**src/rtl/alu_exec_unit_if.sv**
```systemverilog
// Request/response bundle for alu_exec_unit: operation request from the master,
// busy/done handshake and registered result plus flags from the execution unit.
interface alu_exec_unit_if #(
  parameter int WIDTH = 16
);
  logic             start;
  logic [3:0]       aluControl;
  logic [WIDTH-1:0] operandA;
  logic [WIDTH-1:0] operandB;
  logic             busy;
  logic             done;
  logic [WIDTH-1:0] result;
  logic             zero;
  logic             overflow;
  logic             illegal;

  modport master (
    output start, aluControl, operandA, operandB,
    input  busy, done, result, zero, overflow, illegal
  );

  modport slave (
    input  start, aluControl, operandA, operandB,
    output busy, done, result, zero, overflow, illegal
  );
endinterface

```
**src/rtl/alu_exec_unit.sv**
```systemverilog
// Multi-cycle ALU: single-cycle arithmetic/logic ops, bit-serial shifts and a
// shift-add unsigned multiplier, sequenced by an IDLE/SHIFT/MUL/DONE FSM.
module alu_exec_unit #(
  parameter int WIDTH = 16
) (
  input logic          clk,
  input logic          rst_n,
  alu_exec_unit_if.slave bus
);

  typedef enum logic [1:0] {IDLE, SHIFT, MUL, DONE} state_e;

  typedef enum logic [3:0] {
    OP_ADD = 4'd0,
    OP_SUB = 4'd1,
    OP_AND = 4'd2,
    OP_OR  = 4'd3,
    OP_XOR = 4'd4,
    OP_NOR = 4'd5,
    OP_SLL = 4'd6,
    OP_SRL = 4'd7,
    OP_MUL = 4'd8
  } aluOp_e;

  // Wide enough for both the 4-bit shift amount and the WIDTH multiply iterations.
  localparam int CNT_W = ($clog2(WIDTH + 1) > 4) ? $clog2(WIDTH + 1) : 4;
  localparam logic [CNT_W-1:0] CNT_ONE = CNT_W'(1);

  state_e           state;
  logic             opLeft;
  logic [CNT_W-1:0] iterCount;
  logic [WIDTH-1:0] workReg;
  logic [WIDTH-1:0] prodHi;
  logic [WIDTH-1:0] prodLo;

  logic [WIDTH-1:0] sumAB;
  logic [WIDTH-1:0] diffAB;
  logic [WIDTH-1:0] quickResult;
  logic             quickOverflow;
  logic             quickIllegal;
  logic             isShiftOp;
  logic             isMulOp;

  logic [WIDTH-1:0]   shiftNext;
  logic [WIDTH:0]     partialSum;
  logic [2*WIDTH-1:0] prodNext;

  logic             finishNow;
  logic [WIDTH-1:0] finishResult;
  logic             finishOverflow;
  logic             finishIllegal;

  // Single-cycle operations evaluated straight from the operands present at the start edge.
  always_comb begin
    // NOTE: every always_comb output gets a default first so no path leaves it unassigned (no latch).
    sumAB         = bus.operandA + bus.operandB;
    diffAB        = bus.operandA - bus.operandB;
    quickResult   = '0;
    quickOverflow = 1'b0;
    quickIllegal  = 1'b0;
    case (bus.aluControl)
      OP_ADD: begin
        quickResult   = sumAB;
        quickOverflow = (bus.operandA[WIDTH-1] == bus.operandB[WIDTH-1]) &&
                        (sumAB[WIDTH-1] != bus.operandA[WIDTH-1]);
      end
      OP_SUB: begin
        quickResult   = diffAB;
        quickOverflow = (bus.operandA[WIDTH-1] != bus.operandB[WIDTH-1]) &&
                        (diffAB[WIDTH-1] != bus.operandA[WIDTH-1]);
      end
      OP_AND: quickResult = bus.operandA & bus.operandB;
      OP_OR:  quickResult = bus.operandA | bus.operandB;
      OP_XOR: quickResult = bus.operandA ^ bus.operandB;
      OP_NOR: quickResult = ~(bus.operandA | bus.operandB);
      OP_SLL, OP_SRL, OP_MUL: quickResult = '0;
      default: quickIllegal = 1'b1;
    endcase
  end

  assign isShiftOp = (bus.aluControl == OP_SLL) || (bus.aluControl == OP_SRL);
  assign isMulOp   = (bus.aluControl == OP_MUL);

  // One shift step, and one multiply step on the right-shifting {prodHi, prodLo} product.
  always_comb begin
    shiftNext  = opLeft ? (workReg << 1) : (workReg >> 1);
    partialSum = prodLo[0] ? ({1'b0, prodHi} + {1'b0, workReg}) : {1'b0, prodHi};
    prodNext   = {partialSum, prodLo[WIDTH-1:1]};
  end

  // Decide whether this edge completes an operation, and with which result.
  always_comb begin
    finishNow      = 1'b0;
    finishResult   = quickResult;
    finishOverflow = quickOverflow;
    finishIllegal  = quickIllegal;
    case (state)
      IDLE: begin
        if (bus.start) begin
          if (isShiftOp) begin
            finishNow      = (bus.operandB[3:0] == 4'd0);
            finishResult   = bus.operandA;
            finishOverflow = 1'b0;
            finishIllegal  = 1'b0;
          end else begin
            finishNow = !isMulOp;
          end
        end
      end
      SHIFT: begin
        finishNow      = (iterCount == CNT_ONE);
        finishResult   = shiftNext;
        finishOverflow = 1'b0;
        finishIllegal  = 1'b0;
      end
      MUL: begin
        finishNow      = (iterCount == CNT_ONE);
        finishResult   = prodNext[WIDTH-1:0];
        finishOverflow = |prodNext[2*WIDTH-1:WIDTH];
        finishIllegal  = 1'b0;
      end
      default: finishNow = 1'b0;
    endcase
  end

  always_ff @(posedge clk or negedge rst_n) begin
    if (!rst_n) begin
      state        <= IDLE;
      opLeft       <= 1'b0;
      iterCount    <= '0;
      workReg      <= '0;
      prodHi       <= '0;
      prodLo       <= '0;
      bus.busy     <= 1'b0;
      bus.done     <= 1'b0;
      bus.result   <= '0;
      bus.zero     <= 1'b0;
      bus.overflow <= 1'b0;
      bus.illegal  <= 1'b0;
    end else begin
      // NOTE: non-blocking assignments only; the later finishNow block overrides earlier writes this edge.
      bus.done <= 1'b0;
      case (state)
        IDLE: begin
          if (bus.start) begin
            opLeft  <= (bus.aluControl == OP_SLL);
            workReg <= bus.operandA;
            prodHi  <= '0;
            prodLo  <= bus.operandB;
            if (isMulOp) begin
              state     <= MUL;
              bus.busy  <= 1'b1;
              iterCount <= CNT_W'(WIDTH);
            end else if (isShiftOp) begin
              state     <= SHIFT;
              bus.busy  <= 1'b1;
              iterCount <= CNT_W'(bus.operandB[3:0]);
            end
          end
        end
        SHIFT: begin
          workReg   <= shiftNext;
          iterCount <= iterCount - CNT_ONE;
        end
        MUL: begin
          prodHi    <= prodNext[2*WIDTH-1:WIDTH];
          prodLo    <= prodNext[WIDTH-1:0];
          iterCount <= iterCount - CNT_ONE;
        end
        DONE: state <= IDLE;
        default: state <= IDLE;
      endcase

      if (finishNow) begin
        state        <= DONE;
        bus.busy     <= 1'b0;
        bus.done     <= 1'b1;
        bus.result   <= finishResult;
        bus.zero     <= (finishResult == '0);
        bus.overflow <= finishOverflow;
        bus.illegal  <= finishIllegal;
      end
    end
  end

endmodule

```
**src/flat_wrapper.sv**
```systemverilog
// flat-port wrapper written by rule: the top's interface ports become plain ports
module alu_exec_unit_flat 
#(
  parameter int WIDTH = 16
)
  (clk, rst_n, bus_start, bus_aluControl, bus_operandA, bus_operandB, bus_busy, bus_done, bus_result, bus_zero, bus_overflow, bus_illegal);
  alu_exec_unit_if #(.WIDTH(WIDTH)) bus_i ();
  input logic clk;
  input logic rst_n;
  input wire logic [$bits(bus_i.start)-1:0] bus_start;
  input wire logic [$bits(bus_i.aluControl)-1:0] bus_aluControl;
  input wire logic [$bits(bus_i.operandA)-1:0] bus_operandA;
  input wire logic [$bits(bus_i.operandB)-1:0] bus_operandB;
  output wire logic [$bits(bus_i.busy)-1:0] bus_busy;
  output wire logic [$bits(bus_i.done)-1:0] bus_done;
  output wire logic [$bits(bus_i.result)-1:0] bus_result;
  output wire logic [$bits(bus_i.zero)-1:0] bus_zero;
  output wire logic [$bits(bus_i.overflow)-1:0] bus_overflow;
  output wire logic [$bits(bus_i.illegal)-1:0] bus_illegal;
  assign bus_i.start = bus_start;
  assign bus_i.aluControl = bus_aluControl;
  assign bus_i.operandA = bus_operandA;
  assign bus_i.operandB = bus_operandB;
  assign bus_busy = bus_i.busy;
  assign bus_done = bus_i.done;
  assign bus_result = bus_i.result;
  assign bus_zero = bus_i.zero;
  assign bus_overflow = bus_i.overflow;
  assign bus_illegal = bus_i.illegal;
  alu_exec_unit #(.WIDTH(WIDTH)) u_core (.clk(clk), .rst_n(rst_n), .bus(bus_i));
endmodule
```
**config.mk**
```make
export PLATFORM = sky130hd
export DESIGN_NAME = alu_exec_unit_flat
export DESIGN_NICKNAME = d
export VERILOG_FILES = /design/src/rtl/alu_exec_unit_if.sv /design/src/rtl/alu_exec_unit.sv /design/src/flat_wrapper.sv
export SDC_FILE = /design/constraint.sdc
export NUM_CORES = 1
export LEC_CHECK = 0
export ABC_CLOCK_PERIOD_IN_PS = 3100
export BUFFER_PORTS_ARGS = -buffer_cell sky130_fd_sc_hd__buf_2
export CAP_MARGIN = 20
export CORE_MARGIN = 2
export CORE_UTILIZATION = 25
export CTS_CLUSTER_SIZE = 20
export DETAILED_ROUTE_END_ITERATION = 12
export SLEW_MARGIN = 15
export SYNTH_ARGS = -nofsm -noshare
export SYNTH_HDL_FRONTEND = slang
export SYNTH_SLANG_ARGS = --single-unit
```
**constraint.sdc**
```tcl
create_clock -name clk -period 3.1 [get_ports clk]
set_clock_uncertainty 0.05 [all_clocks]
set_input_delay 0.155 -clock clk [delete_from_list [all_inputs] [get_ports clk]]
set_output_delay 0.155 -clock clk [all_outputs]
set_load 0.1 [all_outputs]
```
# After elaboration in Yosys (flattened, before gate mapping)
# Index checks and enable logic that the tools add are counted.
[totals] word_cells=102 out_inout_bits=21 regBits=77 in_bits=39
[op_classes] bitwise=4 n_eq_ne=20 mux=38 reduce_logical=24 addsub=4
[ops] cell="$mux W16" n=6
[ops] cell="$pmux W16 S2" n=3
[ops] cell="$pmux W16 S6" n=1
[ops] cell="$pmux W16 S3" n=1
[ops] cell="$add A16 B16 Y17" n=1
[ops] cell="$mux W17" n=1
[ops] cell="$add A16 B16 Y16" n=1
[ops] cell="$and A16 B16 Y16" n=1
[ops] cell="$eq A4 B3 Y1 const B" n=4
[ops] cell="$logic_not A16 Y1" n=1
[ops] cell="$not A16 Y16" n=1
[ops] cell="$or A16 B16 Y16" n=1
[ops] cell="$reduce_or A16 Y1" n=1
[ops] cell="$sub A16 B16 Y16" n=1
[ops] cell="$xor A16 B16 Y16" n=1
[ops] cell="$mux W5" n=3
[ops] cell="$mux W1" n=13
[ops] cell="$pmux W5 S2" n=1
[ops] cell="$reduce_bool A2 Y1" n=5
[ops] cell="$reduce_and A3 Y1" n=3
[ops] cell="$reduce_or A9 Y1" n=1
[ops] cell="$eq A4 B2 Y1 const B" n=2
[ops] cell="$logic_not A4 Y1" n=2
[ops] cell="$mux W2" n=4
[ops] cell="other kinds (22)" n=31

# Depth between registers and ports, before layout
# Gate-level depths: netlist of run 1.
[depth] word_depth=7 depth_mapped=12 depth_no_buf=12

# Least setup slack after synthesis of run 1
# Ideal clock, no wire load.
[synth_path] path_kind="reg-to-reg" from="reg u_core.prodHi[1]" to="reg u_core.bus.overflow" required_ns=2.919 setup_ns=0.131 synth_period_minus_slack_ns=2.834 stages_incl_launch_ff=11 path_buffers=0 t_arrival_ns=2.653 slack_ns=0.266 path_cell_list="dfrtp_1 -> ha_1 -> a211oi_2 -> o21ai_0 -> a2111oi_2 -> o31ai_1 -> a311oi_1 -> xnor2_1 -> mux2_2 -> and4b_1 -> o21ai_0"
[synth_between] elab_chain_len=4
[synth_rtl] item="start, declared" line="alu_exec_unit.sv:33" rtl="logic [WIDTH-1:0] prodHi;"
[synth_rtl] item="start signal, assigned" line="alu_exec_unit.sv:166" rtl="prodHi <= prodNext[2*WIDTH-1:WIDTH];"
[synth_rtl] item="$add A16 B16 Y17" line="alu_exec_unit.sv:87" rtl="partialSum = prodLo[0] ? ({1'b0, prodHi} + {1'b0, workReg}) : {1'b0, prodHi};"
[synth_rtl] item="$mux W17 *" line="alu_exec_unit.sv:87"
[synth_rtl] item="$reduce_or A16 Y1 *" line="alu_exec_unit.sv:119" rtl="finishOverflow = |prodNext[2*WIDTH-1:WIDTH];"
[synth_rtl] item="$pmux W1 S3 *" line="alu_exec_unit.sv:97" rtl="case (state)"
[synth_rtl] item="end signal, assigned" line="alu_exec_unit.sv:180" rtl="bus.overflow <= finishOverflow;"
[synth_rtl] item="end, declared" line="alu_exec_unit_if.sv:24" rtl="output busy, done, result, zero, overflow, illegal"
# Every way passes the cells marked *; elsewhere a longest branch is shown, timed or not.
# A chain may end at the register's enable or synchronous reset.

# Worst setup path after layout of run 1
[layout_path] from="reg u_core.workReg[4]" to="reg u_core.bus.overflow"
[layout_between] elab_chain_len=4
[layout_rtl] item="start, declared" line="alu_exec_unit.sv:32" rtl="logic [WIDTH-1:0] workReg;"
[layout_rtl] item="start signal, assigned" line="alu_exec_unit.sv:147" rtl="workReg <= bus.operandA;"
[layout_rtl] item="start signal, assigned" line="alu_exec_unit.sv:162" rtl="workReg <= shiftNext;"
[layout_rtl] item="$add A16 B16 Y17" line="alu_exec_unit.sv:87"
[layout_rtl] item="$mux W17" line="alu_exec_unit.sv:87"
[layout_rtl] item="$reduce_or A16 Y1" line="alu_exec_unit.sv:119"
[layout_rtl] item="$pmux W1 S3" line="alu_exec_unit.sv:97"
# No other way between the ends.

==> results of run 1 <==
worst max-delay path, cell delays in order (launching register included):
cell and delay (ns):
dfrtp_2 0.43, ha_4 0.25, o21a_1 0.20, o21a_1 0.23
a2111oi_4 0.40, o31ai_2 0.13, buf_4 0.15, xor2_1 0.13
mux2i_1 0.22, nor4bb_4 0.34, and4b_1 0.25, o21ai_1 0.07
through the flow:
stage	utilization, %	hold slack, ns	TNS, ns	instance area [sq um]	worst slack (ns)
2_1_floorplan	-	-0.1906	0	8190	0.2659
3_3_place_gp	31.01	0.3191	-0.1781	10040	-0.1511
3_5_place_dp	31.01	0.3306	-0.1499	10040	-0.1167
4_1_cts	32.03	0.1154	0	10370	0.02734
5_1_grt	32.60	0.1330	-0.02376	10550	-0.02376
6_report	32.60	0.1279	0	10550	0.1309
Yosys cell counts (all sizes together), types with 8 or more instances:
master	n	area, sq um
o21a	11	82.58
nor2	81	304.0
clkbuf	33	125.1
a21o	9	67.56
buf	32	175.2
nand3	14	70.07
a21oi	83	419.2
a22o	10	87.58
mux2i	44	440.4
dfrtp	77	1927
a31oi	14	87.58
nor3	27	135.1
or3	8	55.05
nand2b	10	62.56
o211ai	11	82.58
inv	60	227.7
or2	8	50.05
mux2	15	172.7
o22ai	8	50.05
nand2	99	371.6
a211oi	19	147.6
o21ai	96	480.5
nor2b	13	81.33
nor4	10	68.81
ha	72	900.9
a221oi	8	76.32
o31ai	13	102.6
cells by family (layout without fill, tap and decap cells):
| family | Yosys count | count (layout) | synth area share, % |
|---|---|---|---|
| simple gates | 310 | 310 | 18.41 |
| mux | 60 | 60 | 7.760 |
| xor+xnor | 12 | 12 | 1.283 |
| buf+inv | 126 | 302 | 6.493 |
| compound gates | 373 | 373 | 30.80 |
| fa+ha+maj | 75 | 75 | 11.73 |
| flops | 77 | 77 | 23.53 |
flip-flops by register name, indices dropped and copies added, names as in the netlist, 2 cells and up:
name               flops
u_core.bus.result     16
u_core.prodHi         16
u_core.workReg        16
u_core.state           2
u_core.iterCount       5
u_core.prodLo         16
power groups by stage:
stage,clock network (uW),logic [uW],registers [uW]
floorplan,0,3050,2610
global placement,0,5400,1840
detailed placement,0,5450,1850
CTS,1080,5520,1840
global route,1130,6220,1910
finish,1060,5710,1860
routing by layer:
metal	vias up	routed length [um]
met2	262	13950
met4	0	914
li1	4174	-
met3	58	1357
met5	-	0
met1	4124	13470
layout make-up:
type | count | area, sq um
Fill cell | 3445 | 21820
Multi-Input combinational cell | 830 | 5916
Sequential cell | 77 | 1929
Timing Repair Buffer | 226 | 1624
Tap cell | 442 | 553.0
Clock buffer | 11 | 252.7
Inverter | 61 | 231.5
Clock inverter | 4 | 47.55
worst max path at each step:
stage	end	slack, ns	cells past startpoint
6_report	u_core.bus.overflow	0.13	11
5_1_grt	u_core.bus.overflow	-0.02	11
4_1_cts	u_core.bus.overflow	0.03	10
3_5_place_dp	u_core.bus.zero	-0.12	13
3_3_place_gp	u_core.bus.zero	-0.15	14
2_1_floorplan	u_core.bus.overflow	0.27	10
what timing repair did:
action,in CTS,in global routing
hold buffers,1,0
hold endpoints to repair,39,0
buffers inserted,0,3
gates resized for setup,5,26
pin swaps,1,13
setup endpoints to repair,1,3
==> run metrics, run 1 <==
outcome=complete, no violations; Slew @ Worst Pin=between 0.9 and 1 ns; RePlAce Congestion=0.8965; row count=66; met2 Resource Use GR=between 20% and 30%; drt total wl=roughly 30 mm; vias post-DR=8618; GRT met3 Usage=roughly 1.9%; Sw Ratio=50.59%; Fin. Hold Viols=0; clk_lat worst skew=approximately 0.34 ns; Num Clock Sinks=77; vias in the first global route=about 8.4k; Top FF cell, synth=dfrtp_1; GRT busiest layer=met2; synth warn=0; I/O Pins=60; M1 GR Usage=between 20% and 30%; Post-synth EDFFs=0; Final setup viols=0; fin crit share=around 96%; Critical Path RT=3.26 ns; slew margin rel.=between 30% and 40%; Max-Cap Viols=0; hold-critical path depth=3; CP Launch Point=u_core.workReg[4]; Chip Width=185 um; Final HPWL DP=around 24 mm; first-pass GRT wire length=46.22 mm; CTS tree=built; HP Start=bus_operandB[15]; htree depth=3; Post-Synthesis Cells=about 1.0k; largest net degree at the start of global routing=78; clock slew at reported path FFs=about 0.06 ns; kind of end point of the critical path=flip-flop; PwrDens=817.9 nW/um^2; RR Startpoint=u_core.workReg[4]; sequential share of power=a little over a fifth; vias per inst=~5.2; Die Y=about 190 um; Internal Power=4265 uW; most frequent cells in the layout=162 x buf_4, 99 x nand2_1, 91 x o21ai_0; die area=approximately 34000 sq um; dpl cells=1631; Max clock buf depth=2; share of layout cells above drive strength 1=between 20% and 30%; R2R Path End=u_core.bus.overflow; max-slew violations=0; Tmin final=2.969 ns; maximum vdd drop=just under 600 uV; input/output buffers=~60; DR iter-0 viols=660; Yosys reg bits=77; total grt overflow=0; initial antenna violation count=0; P_leak=~0.0047 uW; area grow syn2layout=28.86%; final net count=approximately 1.3k; f_max=~340 MHz; NetSw=about 4400 uW; all-layer global routing usage=between 15 and 20%; Core Area=32370 sq um; r2r setup slk=0.13 ns; initial core utilization=roughly 25%; drt pass-1 iters=5; Syn Std Cell Area=roughly 8200 sq um; Comb pwr share=between 60% and 70%; Inserted Clock Buffers=9; CTS root buffer=clkbuf_16; syn_nets=about 1.1k; Post-synth ARST share=100.0%; Wirelength per Cell=between 15 and 20 um; CP Max Fanout=2; DRC=0; Worst Setup Start Kind=flip-flop; clock power share=12.3%; Yosys cell types=90; Mapped Avg Cell Area=roughly 8 sq um; worst reg2reg path depth=11; Tot Pwr=about 8600 uW; Hold Crit Class=primary input to flip-flop; commonest non-fill, non-tap cell in the layout=buf_4; sequential area share after synthesis=a little under a quarter; critical path type=flip-flop to flip-flop; ANT cells=0; critical path arrival=~3.1 ns; Final Instance Count excl. Fillers=~1.7k; Worst Hold End=u_core.prodLo[15]; Final ANT Viol Nets=0
Note: power is estimated with default switching activity, not from simulation.
==> run 2: changes to the inputs <==
--- a/config.mk
+++ b/config.mk
@@ -8,7 +8,6 @@
 export ABC_CLOCK_PERIOD_IN_PS = 3100
 export BUFFER_PORTS_ARGS = -buffer_cell sky130_fd_sc_hd__buf_2
 export CAP_MARGIN = 20
-export CORE_MARGIN = 2
 export CORE_UTILIZATION = 25
 export CTS_CLUSTER_SIZE = 20
 export DETAILED_ROUTE_END_ITERATION = 12
==> run metrics, run 2 (synthesis gave the netlist of run 1 again) <==
outcome=complete, no violations; slew margin rel.=44.05%; maximum vdd drop=about 490 uV; vias in the first global route=8200; critical path arrival=around 3.1 ns; DRC=0; first-pass GRT wire length=45.79 mm; max incr delay on CP=between 0.4 and 0.5 ns; Worst Hold End=u_core.workReg[12]; htree depth=3; commonest non-fill, non-tap cell in the layout=buf_4; vias post-DR=approximately 8.6k; kind of end point of the critical path=flip-flop; area grow syn2layout=27.34%; Final ANT Viol Nets=0; Max-Cap Viols=0; Worst Setup Start Kind=flip-flop; sequential share of power=about a fifth; NetSw=4304 uW; Critical Path, Cell by Cell=ha_1 -> o21a_1 -> o21a_1 -> a2111oi_4 -> o31ai_2 -> buf_4 -> xor2_1 -> mux2i_1 -> nor4bb_4 -> and4b_1 -> o21ai_0; Internal Power=~4300 uW; all-layer global routing usage=around 17%; Final setup viols=0; Num Clock Sinks=between 70 and 80; Worst Setup Slack, final=0.1501 ns; RSZ-0062 raised after global routing=no; P_leak=~0.0047 uW; Tmin final=between 2 and 3 ns; R2R Path End=u_core.bus.overflow; Slew @ Worst Pin=0.8323 ns; hold-critical path depth=3; RR Startpoint=u_core.prodHi[4]; f_max=between 300 and 400 MHz; clock slew at reported path FFs=roughly 0.060 ns; dpl cell area=9958 sq um; Fin. Hold Viols=0; largest net degree at the start of global routing=around 80; Wirelength per Cell=~18 um; clock power share=about 14%; die area=around 33000 sq um; Hold Crit Class=primary input to flip-flop; drt total wl=slightly below 30 mm; Slowest-stage cell, CP=dfrtp_1; DP Worst Slack=-0.1574 ns; critical path type=flip-flop to flip-flop; CTS root buffer=clkbuf_16; input/output buffers=between 50 and 60; PwrDens=829.3 nW/um^2; Max clock buf depth=2; Chip Width=about 180 um; Comb pwr share=64.5%; hold slack=0.1382 ns; max-slew violations=0; worst reg2reg path depth=11; CP Max Fanout=4; Sw Ratio=between 40 and 50%; initial core utilization=between 20% and 30%; Core Area=31880 sq um; Die Y=183 um; DR iter-0 viols=around 800; vias per inst=between 5 and 6; Crit path top cell by count=o21a_1; Final Instance Count excl. Fillers=1640; Final HPWL DP=roughly 24 mm; HP Start=bus_operandA[12]; final net count=approximately 1.3k; clk_lat worst skew=0.34 ns; dpl cells=around 1.6k; initial antenna violation count=0; r2r setup slk=around 0.15 ns; row count=between 60 and 70; most frequent cells in the layout=161 x buf_4, 99 x nand2_1, 92 x o21ai_0; Tot Pwr=around 8600 uW; Critical Path RT=between 3 and 4 ns; CTS tree=built; final instance area=between 10000 and 15000 sq um; fin crit share=between 90% and 100%; total grt overflow=0; Inserted Clock Buffers=9; drt pass-1 iters=5; RePlAce Congestion=slightly below 1; ANT cells=0; I/O Pins=60; share of layout cells above drive strength 1=between 20% and 30%
-- run 2: layer usage --
metal	part of all wire [%]	vias to the layer above	wire length, um	global-route usage, %
li1	-	4165	-	-
met1	46	4162	13430	22.88
met2	47	248	13660	28.85
met3	4.1	59	1207	2.125
met4	3.3	0	959	6.500
met5	0	-	0	0
-- run 2: worst max path at each step --
stage                                 from             endpoint  slack, ns  cells after the start
after floorplan           u_core.prodHi[1]  u_core.bus.overflow       0.27                     10
after global placement     bus_operandA[1]      u_core.bus.zero      -0.09                     13
after detailed placement   bus_operandA[1]      u_core.bus.zero      -0.16                     12
after CTS                 u_core.prodHi[1]  u_core.bus.overflow      0.008                     11
after global routing       u_core.state[0]      u_core.bus.zero      0.004                     11
final                     u_core.prodHi[4]  u_core.bus.overflow       0.15                     11
-- run 2: timing repair --
item                                    in CTS  in global routing
endpoints found under the setup margin       0                  2
buffers inserted                             0                  2
gates resized for setup                      0                 19
hold buffers                                 1                  0
endpoints found under the hold margin       68                  0
-- run 2: stage by stage --
stage	TNS [ns]	utilization, %
floorplan	0	-
global placement	-0.08853	31.24
detailed placement	-0.1574	31.24
CTS	0	32.36
global route	0	32.72
finish	0	32.72
-- run 2: final cells by class --
cell class / count / area [sq um]
clock buffers: 11 / 252.7
clock inverters: 4 / 95.09
fillers: 3409 / 21450
inverters: 61 / 231.5
multi-input cells: 830 / 5831
flip-flops and latches: 77 / 1928
well taps: 435 / 544.3
repair buffers: 222 / 1548
-- run 2: worst max-delay path, delay by kind of cell (launching register included) --
| family | cells | cell delay, ns |
|---|---|---|
| AO/OA/AOI/OAI | 5 | 0.99 |
| AND/OR/NAND/NOR | 2 | 0.57 |
| flip-flops | 1 | 0.41 |
| adder cells (fa/ha/maj) | 1 | 0.33 |
| multiplexers | 1 | 0.20 |
| buffers and inverters | 1 | 0.15 |
| XOR/XNOR | 1 | 0.13 |
-- run 2: power groups by stage --
stage	Combinational, uW	Clock [uW]	Sequential (uW)
6_report	5580	1220	1850
5_1_grt	6030	1280	1910
3_3_place_gp	5360	0	1850
2_1_floorplan	3050	0	2610
4_1_cts	5420	1240	1840
3_5_place_dp	5380	0	1860
==> run 3: changes to the inputs <==
--- a/config.mk
+++ b/config.mk
@@ -5,7 +5,7 @@
 export SDC_FILE = /design/constraint.sdc
 export NUM_CORES = 1
 export LEC_CHECK = 0
-export ABC_CLOCK_PERIOD_IN_PS = 3100
+export ABC_CLOCK_PERIOD_IN_PS = 3200
 export BUFFER_PORTS_ARGS = -buffer_cell sky130_fd_sc_hd__buf_2
 export CAP_MARGIN = 20
 export CORE_UTILIZATION = 25
==> constraint.sdc (replaced) <==
create_clock -name clk -period 3.2 [get_ports clk]
set_clock_uncertainty 0.05 [all_clocks]
set_input_delay 0.16 -clock clk [delete_from_list [all_inputs] [get_ports clk]]
set_output_delay 0.16 -clock clk [all_outputs]
set_load 0.1 [all_outputs]
==> run metrics, run 3 (synthesis gave the netlist of run 1 again) <==
input/output buffers=between 50 and 60; vias post-DR=roughly 8.4k; PwrDens=approximately 800 nW/um^2; Num Clock Sinks=77; CTS root buffer=clkbuf_16; drt pass-1 iters=5; DP Worst Slack=-0.08509 ns; Final HPWL DP=around 23 mm; share of layout cells above drive strength 1=18.69%; total grt overflow=0; Final setup viols=0; maximum vdd drop=between 500 and 600 uV; max incr delay on CP=~0.42 ns; vias in the first global route=8119; Die Y=183 um; Tmin final=a little over 3 ns; Wirelength per Cell=approximately 18 um; critical path type=flip-flop to flip-flop; GRT busiest layer=met2; drt total wl=between 20 and 30 mm; first-pass GRT wire length=about 46 mm; Final Instance Count excl. Fillers=about 1.6k; buffer count from post-CTS setup fixing=0; dpl cells=1547; Worst Setup Slack, final=0.1572 ns; Critical Path RT=3.36 ns; P_leak=around 0.0043 uW; row count=65; Final ANT Viol Nets=0; most frequent cells in the layout=99 x nand2_1, 92 x o21ai_0, 86 x buf_4; commonest non-fill, non-tap cell in the layout=nand2_1; Chip Width=183 um; CP Max Fanout=6; clock slew at reported path FFs=approximately 0.06 ns; final net count=roughly 1.2k; Max-Cap Viols=0; outcome=complete, no violations; Core Area=roughly 32000 sq um; slew margin rel.=~32%; Hold Crit Class=primary input to flip-flop; Inserted Clock Buffers=9; Slew @ Worst Pin=roughly 1.0 ns; Critical Path, Cell by Cell=ha_1 -> o21a_1 -> o21a_1 -> a2111oi_4 -> o31ai_2 -> a311oi_2 -> xnor2_1 -> mux2_2 -> and4b_1 -> o21ai_0; all-layer global routing usage=17.31%; Crit path top cell by count=o21a_1; M1 GR Usage=between 20% and 30%; max-slew violations=0; CP Launch Point=u_core.workReg[4]; vias per inst=approximately 5.3; DR iter-0 viols=slightly above 900; area grow syn2layout=19.46%; initial antenna violation count=1; GRT met3 Usage=a little under 2%; Worst Setup Start Kind=flip-flop; CTS tree=built; Fin. Hold Viols=0; kind of end point of the critical path=flip-flop; RSZ-0062 raised after global routing=yes; Filler cells=about 3.5k; largest net degree at the start of global routing=just under 80; Util after Layout=a little over 30%; f_max=about 330 MHz; Max clock buf depth=2; critical path arrival=~3.2 ns; HP Start=bus_operandB[5]; die area=approximately 33000 sq um; Slowest-stage cell, CP=dfrtp_1; met2 Resource Use GR=between 20% and 30%; DRC=0; fin crit share=between 90% and 100%; htree depth=3; RR Startpoint=u_core.workReg[4]; I/O Pins=60; RePlAce Congestion=~0.97; initial core utilization=about a quarter; clk_lat worst skew=between 0.3 and 0.4 ns; Setup TNS=0 ns
-- run 3: what timing repair did --
| action | in CTS | in global routing |
|---|---|---|
| endpoints found under the hold margin | 32 | 0 |
| pin swaps | 1 | 1 |
| endpoints found under the setup margin | 1 | 2 |
| resized for setup | 3 | 7 |
| hold buffers | 1 | 0 |
-- run 3: power by group --
part	total [uW]	internal, uW	switching (uW)
clock network	1030	639	393
registers	1800	1410	389
logic	5180	1830	3350
-- run 3: layout make-up --
cell class	count	area [sq um]	share of cell area (%)
antenna	1	2.502	0.02558
timing repair buffer	146	973.4	9.949
inverter	61	231.5	2.366
tap	435	544.3	5.563
multi-input combinational	830	5806	59.34
clock buffer	11	252.7	2.583
clock inverter	4	47.55	0.4859
sequential	77	1927	19.69
-- run 3: metrics by stage --
stage / hold WS (ns) / power (uW) / instance area [sq um]
floorplan: -0.1856 / 5478 / 8190
global placement: 0.3337 / 6810 / 9403
detailed placement: 0.3406 / 6852 / 9403
CTS: 0.1401 / 7944 / 9731
global route: 0.1581 / 8590 / 9784
finish: 0.1381 / 8017 / 9784
-- run 3: final timing paths --
check                                       end  slack (ns)  cells past startpoint
max in group asynchronous       u_core.bus.zero        1.94                      2
min reg2reg                u_core.bus.result[0]        0.44                      2
max reg2reg                 u_core.bus.overflow        0.16                     10
min                            u_core.prodLo[5]        0.14                      3
max                         u_core.bus.overflow        0.16                     10
min in group asynchronous  u_core.bus.result[3]        0.46                      2
-- run 3: critical path: cells and delay by family (launching register included) --
kind	cells	cell delay (ns)
AO/OA/AOI/OAI	6	1.42
flip-flops	1	0.42
adder cells (fa/ha/maj)	1	0.37
AND/OR/NAND/NOR	1	0.30
multiplexers	1	0.28
XOR/XNOR	1	0.09
-- run 3: metal layers --
layer | up-vias | routed length (um)
met5 | - | 0
met4 | 0 | 797
met3 | 51 | 1640
met2 | 292 | 13450
met1 | 4003 | 12990
li1 | 4014 | -
